$ cat src/rtl/led_pkg.sv
// Shared types and defaults for the LED fader.
// Imported by led_fader and its testbench.
package led_pkg;

    typedef enum logic [1:0] {
        OFF  = 2'd0,
        RISE = 2'd1,
        ON   = 2'd2,
        FALL = 2'd3
    } fader_state_t;

    localparam int DEFAULT_STEP_CYCLES = 78_431;

endpackage

$ cat src/rtl/pwm_gen.sv
// Free-running PWM counter with a registered duty compare.
// led pin lags duty/counter by one clock; no backpressure.
module pwm_gen #(
    parameter int PWM_BITS = 8
) (
    input  logic                clk,
    input  logic                reset_n,
    input  logic [PWM_BITS-1:0] duty_eff,
    output logic                pwm_out
);

    logic [PWM_BITS-1:0] cnt_q;
    logic                pwm_q;

    always_ff @(posedge clk or negedge reset_n) begin
        if (!reset_n) begin
            cnt_q <= '0;
            pwm_q <= 1'b0;
        end else begin
            cnt_q <= cnt_q + PWM_BITS'(1);
            // Strict compare: duty 0 never lights, full scale stays dark one slot.
            pwm_q <= (duty_eff > cnt_q);
        end
    end

    assign pwm_out = pwm_q;

endmodule

$ cat src/rtl/led_fader.sv
// Breathing LED: ramps PWM duty up/down following the divider's level.
// Optional square-law brightness map when LED_FADER_GAMMA_EN is defined.
module led_fader
    import led_pkg::*;
#(
    parameter int PWM_BITS    = 8,
    parameter int MAX_DUTY    = (1 << PWM_BITS) - 1,
    parameter int STEP_CYCLES = DEFAULT_STEP_CYCLES
) (
    input  logic                clk,
    input  logic                reset_n,
    input  logic                level_in,
    output logic                led_out,
    output logic [PWM_BITS-1:0] duty,
    output logic                busy
);

    localparam int                 CW       = $clog2(STEP_CYCLES) + 1;
    localparam logic [CW-1:0]       TICK_AT  = CW'(STEP_CYCLES - 1);
    localparam logic [PWM_BITS-1:0] MAX_D    = PWM_BITS'(MAX_DUTY);

    fader_state_t        state_q;
    logic [PWM_BITS-1:0] duty_q;
    logic [CW-1:0]       step_cnt_q;
    logic                busy_q;

    logic                step_tick;
    logic [CW-1:0]       step_cnt_inc;
    logic [PWM_BITS-1:0] duty_inc;
    logic [PWM_BITS-1:0] duty_dec;
    logic [PWM_BITS-1:0] duty_eff;

    assign step_tick    = (step_cnt_q == TICK_AT);
    assign step_cnt_inc = step_cnt_q + CW'(1);
    assign duty_inc     = duty_q + PWM_BITS'(1);
    assign duty_dec     = duty_q - PWM_BITS'(1);

    // A level reversal outranks a coincident step tick: duty is held.
    always_ff @(posedge clk or negedge reset_n) begin
        if (!reset_n) begin
            state_q    <= OFF;
            duty_q     <= '0;
            step_cnt_q <= '0;
            busy_q     <= 1'b0;
        end else begin
            case (state_q)
                OFF: begin
                    duty_q     <= '0;
                    step_cnt_q <= '0;
                    if (level_in) begin
                        state_q <= RISE;
                        busy_q  <= 1'b1;
                    end
                end
                RISE: begin
                    if (!level_in) begin
                        state_q    <= FALL;
                        step_cnt_q <= '0;
                    end else if (step_tick) begin
                        duty_q     <= duty_inc;
                        step_cnt_q <= '0;
                        if (duty_inc == MAX_D) begin
                            state_q <= ON;
                            busy_q  <= 1'b0;
                        end
                    end else begin
                        step_cnt_q <= step_cnt_inc;
                    end
                end
                ON: begin
                    duty_q     <= MAX_D;
                    step_cnt_q <= '0;
                    if (!level_in) begin
                        state_q <= FALL;
                        busy_q  <= 1'b1;
                    end
                end
                FALL: begin
                    if (level_in) begin
                        state_q    <= RISE;
                        step_cnt_q <= '0;
                    end else if (step_tick) begin
                        duty_q     <= duty_dec;
                        step_cnt_q <= '0;
                        if (duty_dec == '0) begin
                            state_q <= OFF;
                            busy_q  <= 1'b0;
                        end
                    end else begin
                        step_cnt_q <= step_cnt_inc;
                    end
                end
                default: begin
                    state_q    <= OFF;
                    duty_q     <= '0;
                    step_cnt_q <= '0;
                    busy_q     <= 1'b0;
                end
            endcase
        end
    end

`ifdef LED_FADER_GAMMA_EN
    logic [2*PWM_BITS-1:0] duty_sq;
    assign duty_sq  = {{PWM_BITS{1'b0}}, duty_q} * {{PWM_BITS{1'b0}}, duty_q};
    assign duty_eff = duty_sq[2*PWM_BITS-1:PWM_BITS];
`else
    assign duty_eff = duty_q;
`endif

    pwm_gen #(
        .PWM_BITS (PWM_BITS)
    ) u_pwm (
        .clk      (clk),
        .reset_n  (reset_n),
        .duty_eff (duty_eff),
        .pwm_out  (led_out)
    );

    assign duty = duty_q;
    assign busy = busy_q;

endmodule

$ cat config.mk
export PLATFORM = sky130hd
export DESIGN_NAME = led_fader
export DESIGN_NICKNAME = d
export VERILOG_FILES = /design/src/rtl/led_pkg.sv /design/src/rtl/pwm_gen.sv /design/src/rtl/led_fader.sv
export SDC_FILE = /design/constraint.sdc
export NUM_CORES = 1
export LEC_CHECK = 0
export ABC_AREA = 1
export CORE_AREA = 2 2 66 68
export DETAILED_ROUTE_END_ITERATION = 8
export DIE_AREA = 0 0 68 70
export PLACE_DENSITY = 0.79
export SLEW_MARGIN = 20
export SYNTH_ARGS = -nofsm -noshare
export SYNTH_HDL_FRONTEND = slang
export SYNTH_SLANG_ARGS = --single-unit
$ cat constraint.sdc
create_clock -name clk -period 2.44 [get_ports clk]
set_clock_uncertainty 0.05 [all_clocks]
set_input_delay 0.244 -clock clk [delete_from_list [all_inputs] [get_ports clk]]
set_output_delay 0.244 -clock clk [all_outputs]
set_load 0.02 [all_outputs]
==> impl_metrics.csv, run 1 <==
group,metric,value,unit
status,outcome,"completed",
timing,hold_ws,0.00414,ns
floorplanning,io_pins,13,
timing,final-max-slew-violation-count,0,
final_layout,stdcell_area,2740,sq um
critical_path,cp_max_fo,7,
timing,setup_viol,0,
drt,ant_nets,0,
critical_path,cp_num_buf_inv,1,
floorplanning,coreArea,4140,sq um
final_layout,fin_nets,367,
logic_synthesis,ys_ff_latch,38,
logic_synthesis,async_flop_share,100,%
drt,routed_wl,5260,microns
clock_network,clk_path_buf_depth,2,
critical_path,r2r-end,"state_q[1]$_DFFE_PN0P_",
critical_path,cp.depth,12,
placed_design,place_area,2670,sq um
timing,worst_pin_slew,0.823,ns
timing,hold_viol,0,
logic_synthesis,synth_edf_count,0,
grt,grt_pass1_wl,9250,microns
grt,antenna_found_initial,0,
drt,drc,0,
floorplanning,initial_utilization,60.3,%
drt,drt_pass1_iterations,5,
logic_synthesis,synth_cell_types,29,
final_layout,utilization,66.2,%
timing,fmax,0.504,GHz
drt,wire_per_inst,13.2,microns
final_layout,syn2layout_area_growth,9.76,%
placed_design,place_inst,390,
final_layout,drive_above_1_share,5.51,%
clock_network,cts_inserted_buffers,5,
clock_network,cts_setup_buffers,0,
timing,finalCriticalPeriod,1.98,ns
min_path,hp-class,"in2async",
clock_network,cts_sinks,38,
clock_network,root_buffer,"clkbuf_8",
floorplanning,die_x,68,microns
placed_design,dp_slack,0.550,ns
timing,fin_setup_tns,0,ns
critical_path,end_kind,"flop",
grt,grt_pass1_vias,2150,
placed_design,dpl.hpwl,4030,microns
clock_network,insertion_delay,0.28,ns
timing,maxSlewHeadroom,45.2,%
critical_path,crit_family,"simple AND/OR/NAND/NOR gates",
final_layout,final_cells,397,
clock_network,clkSlewWorstSetupHoldPaths,0.07,ns
logic_synthesis,syn_area_per_cell,7.62,sq um
logic_synthesis,ys_seq_area_share,38.0,%
logic_synthesis,synth.cell_area,2500,sq um
clock_network,cts_max_level,2,
critical_path,cp-start-kind,"flop",
critical_path,r2r_slack,0.46,ns
pwr,vdd_drop_max,0.754,mV
critical_path,reg2reg_depth,12,
pwr,power,2.51,mW
clock_network,cts_resized,0,
drt,routed-via-count,2218,
floorplanning,die_h,70,microns
critical_path,reg2reg_from,"duty[0]$_DFFE_PN0P_",
grt,grt_overflow,0,
critical_path,crit_path_frequent_cell,"nand2_1",
drt,drt-initial-drc-count,141,
logic_synthesis,syn_nets,350,
floorplanning,die-area,4760,sq um
critical_path,cp_cell_sequence,"inv_1 > ha_1 > nand2_1 > nor2_1 > nor2_1 > nand3_1 > nand2_1 > nand2_1 > nand2_1 > nand3_1 > nand2_1 > nand2_1",
pwr,power_density,915,nW/um^2
timing,rsz0062_at_grt,"false",
placed_design,port_buffers,12,
drt,via_per_inst,5.59,
logic_synthesis,yosys_warnings,0,
timing,min_period_over_period,81.3,%
critical_path,worst_path_max_delay_cell,"dfrtp_1",
placed_design,gp_congestion,1.02,
final_layout,n_antenna_cell,0,
logic_synthesis,ys.flop_type,"dfrtp_1",
critical_path,crit_required,2.61,ns
critical_path,crit_path_max_incr_delay,0.45,ns
pwr,leakage,1.30,nW
timing,setup_ws,0.457,ns
grt,grt_usage,25.0,%
critical_path,crit_arrival,2.15,ns
job,maxCapViolCount,0,
grt,grt_max_degree,39,
clock_network,cts_tree,"yes",
critical_path,path_class,"reg2reg",
clock_network,cts_hold_buf,0,
floorplanning,rows,24,
logic_synthesis,synthCells,328,
## layout make-up
cell class | instances | area [sq um]
inverters | 43 | 161
repair buffers | 13 | 123
clock buffers | 7 | 76.3
well taps | 52 | 65.1
fillers | 365 | 1400
multi-input cells | 244 | 1370
flip-flops and latches | 38 | 951
## worst max path at each step
| stage | startpoint | to | slack, ns |
|---|---|---|---|
| 5_1_grt | duty[0]$_DFFE_PN0P_ | state_q[0]$_DFFE_PN0P_ | 0.25 |
| 3_3_place_gp | duty[0]$_DFFE_PN0P_ | state_q[0]$_DFFE_PN0P_ | 0.56 |
| 6_report | duty[0]$_DFFE_PN0P_ | state_q[1]$_DFFE_PN0P_ | 0.46 |
| 3_5_place_dp | duty[0]$_DFFE_PN0P_ | state_q[0]$_DFFE_PN0P_ | 0.55 |
| 2_1_floorplan | duty[0]$_DFFE_PN0P_ | state_q[1]$_DFFE_PN0P_ | 0.63 |
| 4_1_cts | duty[0]$_DFFE_PN0P_ | state_q[1]$_DFFE_PN0P_ | 0.51 |
## cells in the mapped netlist (3+ instances only)
| cell type | count | area (sq um) |
|---|---|---|
| a21oi_1 | 13 | 65.1 |
| dfrtp_1 | 38 | 951 |
| ha_1 | 19 | 238 |
| inv_1 | 43 | 161 |
| nand2_1 | 67 | 251 |
| nand3_1 | 22 | 110 |
| nand4_1 | 10 | 62.6 |
| nor2_1 | 46 | 173 |
| nor2_2 | 4 | 25.0 |
| nor3_1 | 4 | 20.0 |
| nor3b_1 | 5 | 37.5 |
| o21ai_0 | 19 | 95.1 |
| o22ai_1 | 5 | 31.3 |
| xnor2_1 | 3 | 26.3 |
| xor2_1 | 13 | 114 |
## cell usage in the layout (no fill, tap or decap), types with 5 or more instances in the layout
| cell | instances |
|---|---|
| o22ai_1 | 5 |
| inv_1 | 43 |
| nor3b_1 | 5 |
| o21ai_0 | 19 |
| dfrtp_1 | 38 |
| nor2_1 | 46 |
| nand3_1 | 22 |
| a21oi_1 | 13 |
| nand2_1 | 67 |
| ha_1 | 19 |
| nand4_1 | 10 |
| xor2_1 | 13 |
| clkdlybuf4s50_1 | 11 |
| clkbuf_8 | 5 |
## worst reg2reg max path: cells and delay by family, from the launching register on
family | cells | cell delay, ns
flip-flops | 1 | 0.45
AND/OR/NAND/NOR | 10 | 0.94
adder cells (fa/ha/maj) | 1 | 0.24
buffers and inverters | 1 | 0.23
## power breakdown
part | internal (mW) | total (mW) | switching (mW)
registers | 0.726 | 0.857 | 0.131
logic | 0.448 | 1.26 | 0.815
clock network | 0.197 | 0.392 | 0.196
## metal layers
layer | routed length [microns] | GRT usage [%]
met3 | 286 | 4.83
met2 | 2510 | 41.3
met1 | 2410 | 33.3
met4 | 48 | 6.22
met5 | 0 | 0
## cells by family after synthesis
family                   Yosys count  synth area share (%)
AO/OA/AOI/OAI                     42                  9.06
XOR/XNOR                          16                  5.61
AND/OR/NAND/NOR                  167                  30.5
adder cells (fa/ha/maj)           19                  9.51
buffers and inverters             46                  7.26
flip-flops                        38                  38.0
## state kept, by name, indices dropped and copies added, names as in the netlist
signal         flops
step_cnt_q        18
u_pwm.cnt_q        8
state_q            2
busy               1
duty               8
u_pwm.pwm_out      1
Note: power is estimated with default switching activity, not from simulation.
==> run 2, diff against run 1 <==
--- a/config.mk
+++ b/config.mk
@@ -6,10 +6,10 @@
 export NUM_CORES = 1
 export LEC_CHECK = 0
 export ABC_AREA = 1
-export CORE_AREA = 2 2 66 68
+export CORE_AREA = 2 2 72 74
 export DETAILED_ROUTE_END_ITERATION = 8
-export DIE_AREA = 0 0 68 70
-export PLACE_DENSITY = 0.79
+export DIE_AREA = 0 0 74 76
+export PLACE_DENSITY = 0.7
 export SLEW_MARGIN = 20
 export SYNTH_ARGS = -nofsm -noshare
 export SYNTH_HDL_FRONTEND = slang
==> constraint.sdc (replaced) <==
create_clock -name clk -period 1.66 [get_ports clk]
set_clock_uncertainty 0.05 [all_clocks]
set_input_delay 0.166 -clock clk [delete_from_list [all_inputs] [get_ports clk]]
set_output_delay 0.166 -clock clk [all_outputs]
set_load 0.02 [all_outputs]
==> run 2 against run 1 <==
Net effect: the run now ends with setup timing left; worst setup slack worse by 0.49 ns; combinational power rose by 120%; cell area grew 25%; sequential share of layout area decreased by 6.8 points; die area grew 18%; hold slack improved by 0.32 ns; largest cell class unchanged.
==> impl_metrics.csv, run 2 (synthesis gave the netlist of run 1 again) <==
group,metric,value,unit
final_layout,syn2layout_area_growth,36.9,%
critical_path,end_kind,"flop",
final_layout,largest_register,"step_cnt_q",
timing,fmax,0.590,GHz
timing,fin_setup_tns,-0.122,ns
placed_design,dp_slack,-0.133,ns
timing,rsz0062_at_grt,"true",
status,outcome,"complete, but fails checks",
clock_network,insertion_delay,0.29,ns
min_path,hp-class,"in2async",
floorplanning,die_x,74,microns
pwr,switching_share,43.1,%
grt,antenna_found_initial,0,
pwr,leakage,1.64,nW
timing,hold_ws,0.324,ns
placed_design,gp_congestion,0.898,
floorplanning,die_h,76,microns
floorplanning,io_pins,13,
drt,drt-initial-drc-count,90,
critical_path,crit_arrival,1.82,ns
floorplanning,die-area,5620,sq um
floorplanning,coreArea,4910,sq um
pwr,power.internal,2.62,mW
pwr,power_density,1350,nW/um^2
drt,via_per_inst,5.11,
drt,routed-via-count,2371,
pwr,seq_power_share,27.2,%
clock_network,cts_tree,"yes",
final_layout,fillers,376,
placed_design,place_inst,441,
timing,setup_ws,-0.0355,ns
final_layout,stdcell_area,3420,sq um
clock_network,cts_inserted_buffers,5,
clock_network,cts_sinks,38,
status,failed_checks,"setup timing",
grt,grt_util_met3,4.50,%
critical_path,path_class,"reg2reg",
grt,grt_pass1_vias,2271,
grt,met2_usage,34.1,%
final_layout,final_cells,464,
timing,finalCriticalPeriod,1.70,ns
drt,drt_pass1_iterations,4,
grt,top_usage_layer,"met2",
timing,hold_viol,0,
timing,maxSlewHeadroom,76.5,%
pwr,power.net_switching,1.99,mW
critical_path,crit_required,1.78,ns
timing,setup_viol,4,
critical_path,cp-start-kind,"flop",
final_layout,final_cell_mix,"58 x nand2_1, 39 x buf_4, 36 x nor2_1",
placed_design,dpl.hpwl,4130,microns
pwr,p_comb_share,58.7,%
drt,routed_wl,5840,microns
placed_design,port_buffers,12,
timing,worst_pin_slew,0.350,ns
clock_network,clkSlewWorstSetupHoldPaths,0.08,ns
drt,wire_per_inst,12.6,microns
drt,ant_nets,0,
clock_network,root_buffer,"clkbuf_8",
final_layout,drive_above_1_share,29.9,%
timing,final-max-slew-violation-count,0,
floorplanning,initial_utilization,50.9,%
grt,grt_pass1_wl,9670,microns
final_layout,n_antenna_cell,0,
final_layout,fin_nets,415,
pwr,clkPwrFrac,14.0,%
grt,grt_max_degree,39,
grt,grt_overflow,0,
grt,grt_use_met1,28.6,%
placed_design,place_area,2970,sq um
drt,drc,0,
grt,grt_usage,21.5,%
clock_network,clk_path_buf_depth,2,
final_layout,largest_reg_flops,18,
pwr,vdd_drop_max,1.10,mV
critical_path,cp_max_fo,3,
final_layout,final_common_cell,"nand2_1",
floorplanning,rows,26,
timing,min_period_over_period,102,%
clock_network,cts_max_level,2,
job,maxCapViolCount,0,
[run 2: power groups by stage]
stage / Combinational (mW) / Clock, mW / Sequential, mW
6_report: 2.71 / 0.647 / 1.26
4_1_cts: 2.43 / 0.672 / 1.24
3_5_place_dp: 2.17 / 0 / 1.24
3_3_place_gp: 2.14 / 0 / 1.24
2_1_floorplan: 1.21 / 0 / 1.33
5_1_grt: 2.99 / 0.695 / 1.27
[run 2: final cells by class]
type                    instances  area, sq um  area share [%]
repair buffers                 61          547            16.0
clock buffers                   7         86.3            2.52
multi-input cells             244         1580            46.0
inverters                      43          166            4.86
clock inverters                 1         5.00           0.146
flip-flops and latches         38          955            27.9
well taps                      70         87.6            2.56
[run 2: worst max-delay path, cell delays in order (launching register included)]
cell and delay [ns]:
dfrtp_1 0.40, ha_2 0.22, nand3_2 0.11, nor2_4 0.12
nand3_2 0.10, nor2_4 0.14, nand2_4 0.07, nor2_4 0.10
nand2_2 0.07, xor2_2 0.15, nor2_2 0.05
[run 2: through the flow]
| step | total power, mW | utilization, % |
|---|---|---|
| 3_3_place_gp | 3.38 | 60.4 |
| 6_report | 4.61 | 69.7 |
| 4_1_cts | 4.34 | 66.0 |
| 3_5_place_dp | 3.41 | 60.4 |
| 2_1_floorplan | 2.55 | - |
| 5_1_grt | 4.96 | 69.7 |
[run 2: layer usage]
metal | vias to the layer above | share of wire (%)
met2 | 59 | 49
met3 | 7 | 4.6
met4 | 0 | 1.2
li1 | 1198 | -
met5 | - | 0
met1 | 1107 | 45
[run 2: path summary, 6_finish.rpt]
| check | from | cells past startpoint | to | slack, ns |
|---|---|---|---|---|
| max in group asynchronous | reset_n | 3 | duty[1]$_DFFE_PN0P_ | 1.03 |
| setup reg to reg | step_cnt_q[1]$_DFF_PN0_ | 10 | step_cnt_q[14]$_DFF_PN0_ | -0.04 |
| setup / recovery | step_cnt_q[1]$_DFF_PN0_ | 10 | step_cnt_q[14]$_DFF_PN0_ | -0.04 |
| hold / removal | reset_n | 3 | u_pwm.cnt_q[1]$_DFF_PN0_ | 0.32 |
| hold reg to reg | busy$_DFFE_PN0P_ | 2 | busy$_DFFE_PN0P_ | 0.45 |
| min in group clk | busy$_DFFE_PN0P_ | 2 | busy$_DFFE_PN0P_ | 0.45 |
[run 2: what timing repair did]
item,in CTS,in global routing
hold endpoints to repair,38,0
buffers inserted,10,4
pin swaps,8,27
setup endpoints to repair,15,31
resized for setup,30,40
hold buffers,1,0
